--- src/rtl/button_count_initiator.sv ---
// Caller side of the count_value method: synchronise and debounce a pushbutton, queue presses,
// and issue one EN_count_value call per queued press while RDY_count_value is high.
// Optional build macro AUTO_REPEAT_EN adds periodic repeat presses while the button is held.
module button_count_initiator #(
  parameter int CNT_W           = 4,
  parameter int PEND_W          = 3,
  parameter int DEBOUNCE_CYCLES = 12000,
  parameter int REPEAT_CYCLES   = 6000000
) (
  input  logic              CLK,
  input  logic              RST,
  input  logic              btn,
  input  logic              RDY_count_value,
  input  logic [CNT_W-1:0]  count_value,
  output logic              EN_count_value,
  output logic [CNT_W-1:0]  leds,
  output logic [PEND_W-1:0] pending,
  output logic              overflow
);

  localparam int DCNT_W = (DEBOUNCE_CYCLES > 2) ? $clog2(DEBOUNCE_CYCLES) : 1;
  localparam logic [DCNT_W-1:0] DCNT_LAST = DCNT_W'(DEBOUNCE_CYCLES - 1);
  localparam logic [PEND_W-1:0] PEND_MAX  = '1;

  if (DEBOUNCE_CYCLES < 2 || REPEAT_CYCLES < 2) begin : g_bad_param
    $error("DEBOUNCE_CYCLES and REPEAT_CYCLES must both be at least 2");
  end

  typedef enum logic [1:0] {
    RELEASED    = 2'd0,
    CHK_PRESS   = 2'd1,
    HELD        = 2'd2,
    CHK_RELEASE = 2'd3
  } deb_state_e;

  logic              sync1_d, sync1_q;
  logic              sync2_d, sync2_q;
  logic              btn_s;
  deb_state_e        state_d, state_q;
  logic [DCNT_W-1:0] dcnt_d, dcnt_q;
  logic              deb_press;
  logic              press;
  logic              call;
  logic [PEND_W-1:0] pending_d, pending_q;
  logic [CNT_W-1:0]  leds_d, leds_q;
  logic              overflow_d, overflow_q;

  // Two-flop synchroniser for the asynchronous pin.
  always_comb begin
    sync1_d = btn;
    sync2_d = sync1_q;
  end

  always_ff @(posedge CLK or posedge RST) begin
    if (RST) begin
      sync1_q <= 1'b0;
      sync2_q <= 1'b0;
    end else begin
      sync1_q <= sync1_d;
      sync2_q <= sync2_d;
    end
  end

  assign btn_s = sync2_q;

  always_ff @(posedge CLK or posedge RST) begin
    if (RST) begin
      state_q <= RELEASED;
      dcnt_q  <= '0;
    end else begin
      state_q <= state_d;
      dcnt_q  <= dcnt_d;
    end
  end

  // A change is accepted only once btn_s has held the new level for the whole count window.
  always_comb begin
    state_d = state_q;
    dcnt_d  = dcnt_q;
    case (state_q)
      RELEASED: begin
        if (btn_s) begin
          state_d = CHK_PRESS;
          dcnt_d  = '0;
        end
      end
      CHK_PRESS: begin
        if (!btn_s) begin
          state_d = RELEASED;
        end else if (dcnt_q == DCNT_LAST) begin
          state_d = HELD;
        end else begin
          dcnt_d = dcnt_q + 1'b1;
        end
      end
      HELD: begin
        if (!btn_s) begin
          state_d = CHK_RELEASE;
          dcnt_d  = '0;
        end
      end
      CHK_RELEASE: begin
        if (btn_s) begin
          state_d = HELD;
        end else if (dcnt_q == DCNT_LAST) begin
          state_d = RELEASED;
        end else begin
          dcnt_d = dcnt_q + 1'b1;
        end
      end
      default: begin
        state_d = RELEASED;
        dcnt_d  = '0;
      end
    endcase
  end

  always_comb begin
    deb_press = (state_q == CHK_PRESS) && btn_s && (dcnt_q == DCNT_LAST);
  end

`ifdef AUTO_REPEAT_EN
  localparam int RCNT_W = $clog2(REPEAT_CYCLES);
  localparam logic [RCNT_W-1:0] RCNT_LAST = RCNT_W'(REPEAT_CYCLES - 1);

  logic [RCNT_W-1:0] rcnt_d, rcnt_q;
  logic              rep_press;

  // The repeat counter only runs while HELD stays HELD, so any entry or exit restarts it at 0.
  always_comb begin
    rcnt_d    = '0;
    rep_press = 1'b0;
    if (state_q == HELD && btn_s) begin
      if (rcnt_q == RCNT_LAST) begin
        rep_press = 1'b1;
      end else begin
        rcnt_d = rcnt_q + 1'b1;
      end
    end
  end

  always_ff @(posedge CLK or posedge RST) begin
    if (RST) begin
      rcnt_q <= '0;
    end else begin
      rcnt_q <= rcnt_d;
    end
  end

  assign press = deb_press | rep_press;
`else
  assign press = deb_press;
`endif

  assign call           = (pending_q != '0) && RDY_count_value;
  assign EN_count_value = call;

  // A press and a call in the same cycle cancel; a press with no room is dropped and flagged.
  always_comb begin
    pending_d  = pending_q;
    overflow_d = overflow_q;
    leds_d     = call ? count_value : leds_q;
    if (press && !call) begin
      if (pending_q == PEND_MAX) begin
        overflow_d = 1'b1;
      end else begin
        pending_d = pending_q + 1'b1;
      end
    end else if (call && !press) begin
      pending_d = pending_q - 1'b1;
    end
  end

  always_ff @(posedge CLK or posedge RST) begin
    if (RST) begin
      pending_q  <= '0;
      leds_q     <= '0;
      overflow_q <= 1'b0;
    end else begin
      pending_q  <= pending_d;
      leds_q     <= leds_d;
      overflow_q <= overflow_d;
    end
  end

  assign pending  = pending_q;
  assign leds     = leds_q;
  assign overflow = overflow_q;

endmodule

--- config.mk ---
export PLATFORM = sky130hd
export DESIGN_NAME = button_count_initiator
export DESIGN_NICKNAME = d
export VERILOG_FILES = /design/src/rtl/button_count_initiator.sv
export SDC_FILE = /design/constraint.sdc
export NUM_CORES = 1
export LEC_CHECK = 0
export ABC_CLOCK_PERIOD_IN_PS = 6500
export CORE_MARGIN = 5
export CORE_UTILIZATION = 50
export CTS_CLUSTER_SIZE = 14
export DETAILED_ROUTE_END_ITERATION = 6
export GPL_ROUTABILITY_DRIVEN = 0
export GPL_TIMING_DRIVEN = 0
export PLACE_DENSITY = 0.73
export SLEW_MARGIN = 30
export SYNTH_ARGS = -nofsm -noshare
export SYNTH_HDL_FRONTEND = slang
export SYNTH_SLANG_ARGS = --single-unit
--- constraint.sdc ---
create_clock -name CLK -period 6.5 [get_ports CLK]
set_input_delay 0.975 -clock CLK [delete_from_list [all_inputs] [get_ports CLK]]
set_output_delay 0.975 -clock CLK [all_outputs]
set_load 0.005 [all_outputs]
* After elaboration in Yosys (flattened, before gate mapping)
Index checks and enable logic that the tools add are counted.
** Cells by class
- Equality and inequality tests :: 12
- Reduce and logical (&&, ||, !) cells :: 14
- Multiplexer cells :: 16
- Add/sub/neg operators :: 3
** Operators by type and width (count)
- $mux 14 :: 5
- $pmux 14 s4 :: 1
- $add 14x1->14 const B :: 1
- $eq 14x14->1 const B :: 1
- $mux 2 :: 6
- $ne 2x2->1 const B :: 5
- $mux 3 :: 3
- $pmux 2 s4 :: 1
- $reduce_and 4->1 :: 2
- $ne 3x3->1 const B :: 2
- $logic_and 1x1->1 :: 5
- $eq 2x2->1 const B :: 2
- $reduce_and 2->1 :: 2
- $add 3x1->3 const B :: 1
- $eq 3x3->1 const B :: 1
- $reduce_bool 3->1 :: 1
- $sub 3x1->3 const B :: 1
- $eq 2x1->1 const B :: 1
- $logic_not 1->1 :: 2
- $logic_not 2->1 :: 1
- $reduce_bool 2->1 :: 1
** Storage, ports and cells
- Input bits :: 8
- Output and inout port bits :: 9
- Bits in registers :: 26
- Logic and storage cells :: 52

* Longest topological paths before layout
- Depth after elaboration :: 7
- Gate-level depth with buffers :: 10
- Gate-level depth less buffers :: 9

* Least setup slack after synthesis
OpenSTA, ideal clock, no wires.
- Path kind :: in2reg
- Start :: input RDY_count_value
- End :: register pending_q[1] (netlist: pending[1])
- Library setup time :: 0.131 ns
- Path buffers :: 1
- Stages :: 7
- Arrival :: 2.395 ns
- Slack :: 3.974 ns
- Cells stage by stage :: buf_2 > o31ai_2 > nand2_1 > fa_1 > o21ai_0 > a211oi_1 > or3_1
** Between the ends
- Elaborated cells between the ends (all ways) :: 8
- Classes of those cells :: 1 x eq/ne; 1 x mux; 6 x reduce/logical
** RTL lines
- start, declared :: line 13 : input logic RDY_count_value,
- $logic_and 1x1->1 :: line 155 : assign call = (pending_q != '0) && RDY_count_value;
- $logic_not 1->1 :: line 163 : if (press && !call) begin
- $logic_and 1x1->1 :: line 163
- $mux 3 :: line 163
- net pending_d[1] :: line 44 : logic [PEND_W-1:0] pending_d, pending_q;
- end signal, assigned :: line 180 : pending_q <= pending_d;
- end, declared :: line 44
The timed path passes the listed nets, and every way through them passes these cells.
A chain may end at the register's enable or synchronous reset.

* Worst setup path in the final report
- Start :: register pending_q[1] (netlist: pending[1])
- End :: output EN_count_value
** Between the ends
- Cells in the longest elaborated chain, start to end :: 2
** Ends and longest elaborated chain
- $reduce_bool 3->1 :: line 155
- $logic_and 1x1->1 :: line 155
- end, declared :: line 15 : output logic EN_count_value,
No other way between the ends.

==> flow_summary.html <==
<table>
<tr><th>Metric</th><th>Value</th></tr>
<tr><th colspan="2">Outcome</th></tr>
<tr><td>Run status</td><td>finished, final reports clean</td></tr>
<tr><th colspan="2">Timing</th></tr>
<tr><td>Post-route minimum period</td><td>3.29 ns</td></tr>
<tr><td>Worst max-slew margin expressed relative to the limit</td><td>0.512</td></tr>
<tr><td>Unrepaired setup endpoints after global routing</td><td>false</td></tr>
<tr><td>Aggregate negative setup slack</td><td>0 ns</td></tr>
<tr><td>Final max-slew violation count</td><td>0</td></tr>
<tr><td>Crit share post-route</td><td>0.506</td></tr>
<tr><td>Setup-failing EPs final</td><td>0</td></tr>
<tr><td>Clock skew</td><td>0.00628 ns</td></tr>
<tr><td>Pin slew with the least headroom to its limit</td><td>0.727 ns</td></tr>
<tr><td>Maximum clock frequency</td><td>304 MHz</td></tr>
<tr><td>Number of endpoints with negative hold slack in the final report</td><td>0</td></tr>
<tr><th colspan="2">Clock network</th></tr>
<tr><td>Clock sink total</td><td>26</td></tr>
<tr><td>Post CTS Setup Buffer Count</td><td>0</td></tr>
<tr><td>Worst-case clock buffer depth</td><td>2</td></tr>
<tr><td>Clock tree from TritonCTS</td><td>done</td></tr>
<tr><td>Cell chosen for the clock root</td><td>sky130_fd_sc_hd__clkbuf_4</td></tr>
<tr><td>Clock slew at reported path FFs</td><td>0.15 ns</td></tr>
<tr><td># hold bufs at CTS</td><td>0</td></tr>
<tr><td>Clk Latency, worst-skew pair</td><td>0.33 ns</td></tr>
<tr><td>Maximum level of the CTS H-tree</td><td>1</td></tr>
<tr><td>Clock buffers created by TritonCTS</td><td>3</td></tr>
<tr><td>Resized cells post-CTS</td><td>0</td></tr>
<tr><th colspan="2">Detailed routing</th></tr>
<tr><td>DR DRC count</td><td>0</td></tr>
<tr><td>Uppermost layer routed</td><td>met4</td></tr>
<tr><td>Met3 routed WL</td><td>127 µm</td></tr>
<tr><td>Total via count in the routed design</td><td>1,163</td></tr>
<tr><td>Average via count per standard cell</td><td>5.73</td></tr>
<tr><td>Final routed wire length divided by cell count</td><td>14.1 µm</td></tr>
<tr><td>Number of iterations in the first detailed-routing pass</td><td>4</td></tr>
<tr><td>Post-route antenna net violation count</td><td>0</td></tr>
<tr><td>Iter 0 DRT Violations</td><td>51</td></tr>
<tr><td>Total wirelength of the detailed-routed design</td><td>2860 µm</td></tr>
<tr><td>Wire length on met1</td><td>1240 µm</td></tr>
<tr><td>Detailed-routed wire length on met2</td><td>1430 µm</td></tr>
<tr><th colspan="2">Floorplanning</th></tr>
<tr><td>Die outline width</td><td>63.9 µm</td></tr>
<tr><td>Initial Utilization</td><td>0.526</td></tr>
<tr><td>Core Footprint</td><td>0.00276 mm²</td></tr>
<tr><td>Std-Cell Rows</td><td>19</td></tr>
<tr><td>Die Footprint</td><td>0.00408 mm²</td></tr>
<tr><td>Top Ports</td><td>17</td></tr>
<tr><td>DIE HEIGHT</td><td>63.9 µm</td></tr>
<tr><th colspan="2">Synthesis</th></tr>
<tr><td>Yosys Warn Count</td><td>0</td></tr>
<tr><td>Cell type with the largest total area after synthesis</td><td>sky130_fd_sc_hd__dfrtp_1</td></tr>
<tr><td>Syn avg cell area</td><td>9.48 µm²</td></tr>
<tr><td>Number of distinct library cells after synthesis</td><td>41</td></tr>
<tr><td>Register bit count reported by yosys</td><td>26</td></tr>
<tr><td>Seq/Total Area, Yosys</td><td>0.449</td></tr>
<tr><td>Number of nets produced by synthesis</td><td>163</td></tr>
<tr><td>Share of the synthesized area in the top cell type</td><td>0.449</td></tr>
<tr><td>Area contributors post-synth</td><td>sky130_fd_sc_hd__dfrtp_1 45%, sky130_fd_sc_hd__nand2_1 6.5%, sky130_fd_sc_hd__xnor2_1 5.4%, sky130_fd_sc_hd__nor2_1 3.9%, sky130_fd_sc_hd__a21oi_1 2.8%</td></tr>
<tr><td>Synthesized netlist cell count</td><td>153</td></tr>
<tr><td>Post-Synthesis Cell Area</td><td>0.00145 mm²</td></tr>
<tr><th colspan="2">Worst hold path</th></tr>
<tr><td>Class of the tightest hold or removal check</td><td>register to register</td></tr>
<tr><th colspan="2">Final layout</th></tr>
<tr><td>Area growth from synthesis to final layout</td><td>16.7%</td></tr>
<tr><td>Post-layout utilization of the core</td><td>0.613</td></tr>
<tr><td>Final antenna diode count</td><td>0</td></tr>
<tr><td>Fill count</td><td>233</td></tr>
<tr><td># nets final</td><td>183</td></tr>
<tr><td>Share of layout cells above drive strength 1</td><td>0.110</td></tr>
<tr><th colspan="2">GRT</th></tr>
<tr><td>Initial antenna violation count</td><td>0</td></tr>
<tr><td>Vias in the first global route</td><td>1,088</td></tr>
<tr><td>Overall global routing resource usage</td><td>0.152</td></tr>
<tr><td>Overflow after GRT</td><td>0</td></tr>
<tr><td>First-pass GRT wire length</td><td>5060 µm</td></tr>
<tr><td>Pin count of the biggest net entering global routing</td><td>27</td></tr>
<tr><th colspan="2">Placement</th></tr>
<tr><td>Port bufs</td><td>15</td></tr>
<tr><td>Detailed Place HPWL</td><td>2080 µm</td></tr>
<tr><th colspan="2">Worst setup path</th></tr>
<tr><td>Startpoint type of the worst setup path</td><td>register</td></tr>
<tr><td>Crit path kind</td><td>register to output port</td></tr>
<tr><td>Crit path max fanout</td><td>9</td></tr>
<tr><td>CP endpoint kind</td><td>output port</td></tr>
<tr><td>Arrival time of data at the critical path endpoint</td><td>2.32 ns</td></tr>
<tr><td>Required time at the worst-slack endpoint</td><td>5.52 ns</td></tr>
<tr><th colspan="2">Run</th></tr>
<tr><td># Max-Cap Violations</td><td>0</td></tr>
<tr><th colspan="2">Power and ir drop</th></tr>
<tr><td>Power density relative to cell area</td><td>289 mW/mm²</td></tr>
<tr><td>Maximum resistive drop on vdd</td><td>0.000284 V</td></tr>
<tr><td>P_leak</td><td>0.745 nW</td></tr>
<tr><td>Total Power</td><td>489 µW</td></tr>
</table>
[path summary, 6_finish.rpt]
path	cells after the start	endpoint	slack (ns)	startpoint
setup / recovery	4	EN_count_value	3.21	pending[1]
hold / removal	0	btn_s	0.37	sync1_q
setup reg to reg	7	pending[1]	3.85	pending[1]
hold reg to reg	0	btn_s	0.37	sync1_q
max in group asynchronous	2	dcnt_q[7]	5.17	RST
min in group asynchronous	2	leds[3]	0.97	RST
[report_power, final]
part | switching [mW] | leakage [nW] | internal, mW
Sequential | 0.0172 | 0.342 | 0.186
Clock | 0.0521 | 0.0279 | 0.0624
Combinational | 0.0865 | 0.375 | 0.0847
Total | 0.156 | 0.745 | 0.333
[final cells by class]
cell class | instances | area (µm²) | share of cell area
plain buffers | 7 | 36.3 | 0.0214
clock buffers | 3 | 22.5 | 0.0133
clock inverters | 1 | 30.0 | 0.0178
inverters | 6 | 22.5 | 0.0133
multi-input cells | 114 | 741 | 0.438
flip-flops and latches | 26 | 651 | 0.385
well taps | 31 | 38.8 | 0.0229
repair buffers | 15 | 150 | 0.0888
[kinds of logic after synthesis]
group,count (synthesis),share of synthesized area
adder cells (fa/ha/maj),2,0.0224
multiplexers,3,0.0216
AND/OR/NAND/NOR,72,0.277
buffers and inverters,13,0.0405
flip-flops,26,0.449
XOR/XNOR,13,0.0837
AO/OA/AOI/OAI,24,0.106
[metal layers]
metal | GRT usage | up-vias
li1 | - | 568
met4 | 0.0597 | 0
met1 | 0.200 | 559
met3 | 0.0228 | 7
met2 | 0.249 | 29
met5 | 0 | -
[sequential cells by signal, indices dropped and copies added (netlist names), named ones only]
signal,flops
dcnt_q,14
leds,4
pending,3
btn_s,1
overflow,1
state_q,1
sync1_q,1
[metrics by stage]
stage | cell area (µm²) | setup slack, ns | hold slack [ns] | cells
finish | 1690 | 3.21 | 0.372 | 203
detailed placement | 1640 | 3.53 | 0.340 | 199
global route | 1690 | 3.02 | 0.394 | 203
global placement | 1640 | 3.55 | 0.338 | 199
floorplan | 1450 | 3.97 | 0.331 | 153
CTS | 1690 | 3.23 | 0.374 | 203
[synth_stat cells, drive strengths merged]
cell / count
a211oi: 2
a21o: 1
a21oi: 8
a22o: 1
a22oi: 1
a31oi: 1
and2: 3
and3: 2
and4: 1
buf: 3
clkbuf: 4
dfrtp: 26
fa: 1
ha: 1
inv: 6
mux2: 1
mux2i: 2
nand2: 26
nand3: 7
nand4: 4
nand4b: 3
nand4bb: 1
nor2: 16
nor3: 4
nor4: 2
o2111ai: 1
o21ai: 6
o22ai: 1
o31ai: 2
or3: 3
xnor2: 9
xor2: 4
[critical path: stages (launching register included)]
cell and delay [ns]:
sky130_fd_sc_hd__dfrtp_1 0.44, sky130_fd_sc_hd__clkbuf_1 0.20, sky130_fd_sc_hd__o31ai_2 0.64, sky130_fd_sc_hd__inv_1 0.21, sky130_fd_sc_hd__clkdlybuf4s50_1 0.49
[layout by cell type, fill, tap and decap left out, types with 4 or more instances in the layout]
| cell type | instances |
|---|---|
| sky130_fd_sc_hd__a21oi_1 | 8 |
| sky130_fd_sc_hd__clkbuf_1 | 4 |
| sky130_fd_sc_hd__clkdlybuf4s50_1 | 15 |
| sky130_fd_sc_hd__dfrtp_1 | 26 |
| sky130_fd_sc_hd__inv_1 | 5 |
| sky130_fd_sc_hd__nand2_1 | 25 |
| sky130_fd_sc_hd__nand3_1 | 6 |
| sky130_fd_sc_hd__nor2_1 | 15 |
| sky130_fd_sc_hd__nor3_1 | 4 |
| sky130_fd_sc_hd__o21ai_0 | 5 |
| sky130_fd_sc_hd__xnor2_1 | 9 |
Note: power is estimated with default switching activity, not from simulation.
==> variant, RTL diff (config.mk and constraints unchanged) <==
Put one more register stage on the output `leds`, cleared by the reset. The value now appears one clock later. The other outputs are not delayed to match.
--- a/src/rtl/button_count_initiator.sv
+++ b/src/rtl/button_count_initiator.sv
@@ -184,7 +184,13 @@
   end
 
   assign pending  = pending_q;
-  assign leds     = leds_q;
+  always_ff @(posedge CLK or posedge RST) begin
+    if (RST) begin
+      leds <= '0;
+    end else begin
+      leds <= leds_q;
+    end
+  end
   assign overflow = overflow_q;
 
 endmodule
Behaviour: same outputs for any inputs over 10 cycles, from zero or initial values and one cycle with RST high; that may be too few to reach the edited logic, so the function may still have changed.
==> variant against the unedited design <==
- critical path depth is 1 higher
- final area is 2.4% lower
- worst setup slack worse by 0.33 ns
- sequential cell count is 4 higher
- clock skew is 0.011 ns higher
- wire length is 9.2% lower
- synthesized area is 4.2% lower
- global-route usage is 0.20 points higher
- critical path type is now input port to output pin
- largest cell class is now flip-flops and latches
Power is not compared: it rests on default switching activity, and its combinational part moved more than twofold at a synthesized area within 25%.
==> variant: results (changes against the unedited design) <==
| Metric | Value |
|---|---|
| Synth Area in Adders | `0.0234 (+0.000990)` |
| Clock network contribution to total cell area | `0.0386 (+0.00757)` |
| Syn_nets | `147 (-9.8%)` |
| Post-synthesis mux area share | `0.0234 (+0.00185)` |
| DR iter-0 viols | `28 (-45%)` |
| Gr usage total | `0.154 (+0.00202)` |
| Number of port buffers | `16 (+1)` |
| Wire per inst | `13.5 um (-4.0%)` |
| First-pass GRT wire length | `4720 um (-6.8%)` |
| Register area share after synthesis | `0.541 (+0.0919)` |
| Buffers, non-clock | `18 (-18%)` |
| Number of fill cells | `238 (+2.1%)` |
| Status | `finished clean` |
| Multi-input gate count | `102 (-11%)` |
| Post-Synth XOR/XNOR Area | `0.0757 (-0.00802)` |
| Share of layout cells above drive strength 1 | `0.0932 (-0.0173)` |
| Crit-path max cell delay | `0.49 ns (-0.15 ns)` |
| Worst Path Max Fanout | `10 (+1)` |
| Top post-synthesis cells by area | `dfrtp_1 54%, nand2_1 6.8%, xor2_1 4.4%` |
| Complex-gate fraction of the synthesized area | `0.0883 (-0.0178)` |
| DP HPWL | `1900 um (-8.7%)` |
| Clock transition at path regs | `0.09 ns (-0.06 ns)` |
| Clkbuf count | `6 (+3)` |
| Reg-to-reg slack, setup | `3.80 ns (-0.05 ns)` |
| H-Tree Depth | `2 (+1)` |
| Yosys cell types | `30 (-27%)` |
| Nets | `170 (-7.1%)` |
| Invs w/o clock | `3 (-3)` |
| Slew headroom | `0.596 (+0.0844)` |
| Storage cell area | `751 sq um (+15%)` |
| Multi-input gate area | `619 sq um (-16%)` |
| Vias per std cell | `5.46 (-4.6%)` |
| Layout non-clock buf frac | `0.102 (-0.00869)` |
| Worst hold slack | `0.358 ns (-0.0135 ns)` |
| CP startpoint | `RDY_count_value` |
| Largest net degree at the start of global routing | `31 (+15%)` |
-- variant: cell count changes after synthesis, sizes merged, moves of 2 or more --
cell,before,now
buf,3,0
clkbuf,4,2
dfrtp,26,30
a21oi,8,4
o22ai,1,3
inv,6,3
xor2,4,7
a211oi,2,0
nand4b,3,0
nor4,2,0
xnor2,9,5
-- variant: per-layer routing --
metal	part of all wire	vias to the layer above	track usage
met5	0	-	0
met2	0.48	20	0.249
li1	-	519	-
met4	0.025	0	0.0822
met1	0.44	504	0.176
met3	0.051	6	0.0558
-- variant: per-stage QoR --
stage / std cells / power [uW] / util / instance area (sq um) / setup slack [ns]
floorplan: 137 / 206 / - / 1390 / 4.00
global placement: 184 / 213 / 0.586 / 1590 / 2.92
CTS: 192 / 332 / 0.609 / 1650 / 2.87
finish: 192 / 327 / 0.609 / 1650 / 2.87
detailed placement: 184 / 214 / 0.586 / 1590 / 2.88
global route: 192 / 345 / 0.609 / 1650 / 2.76
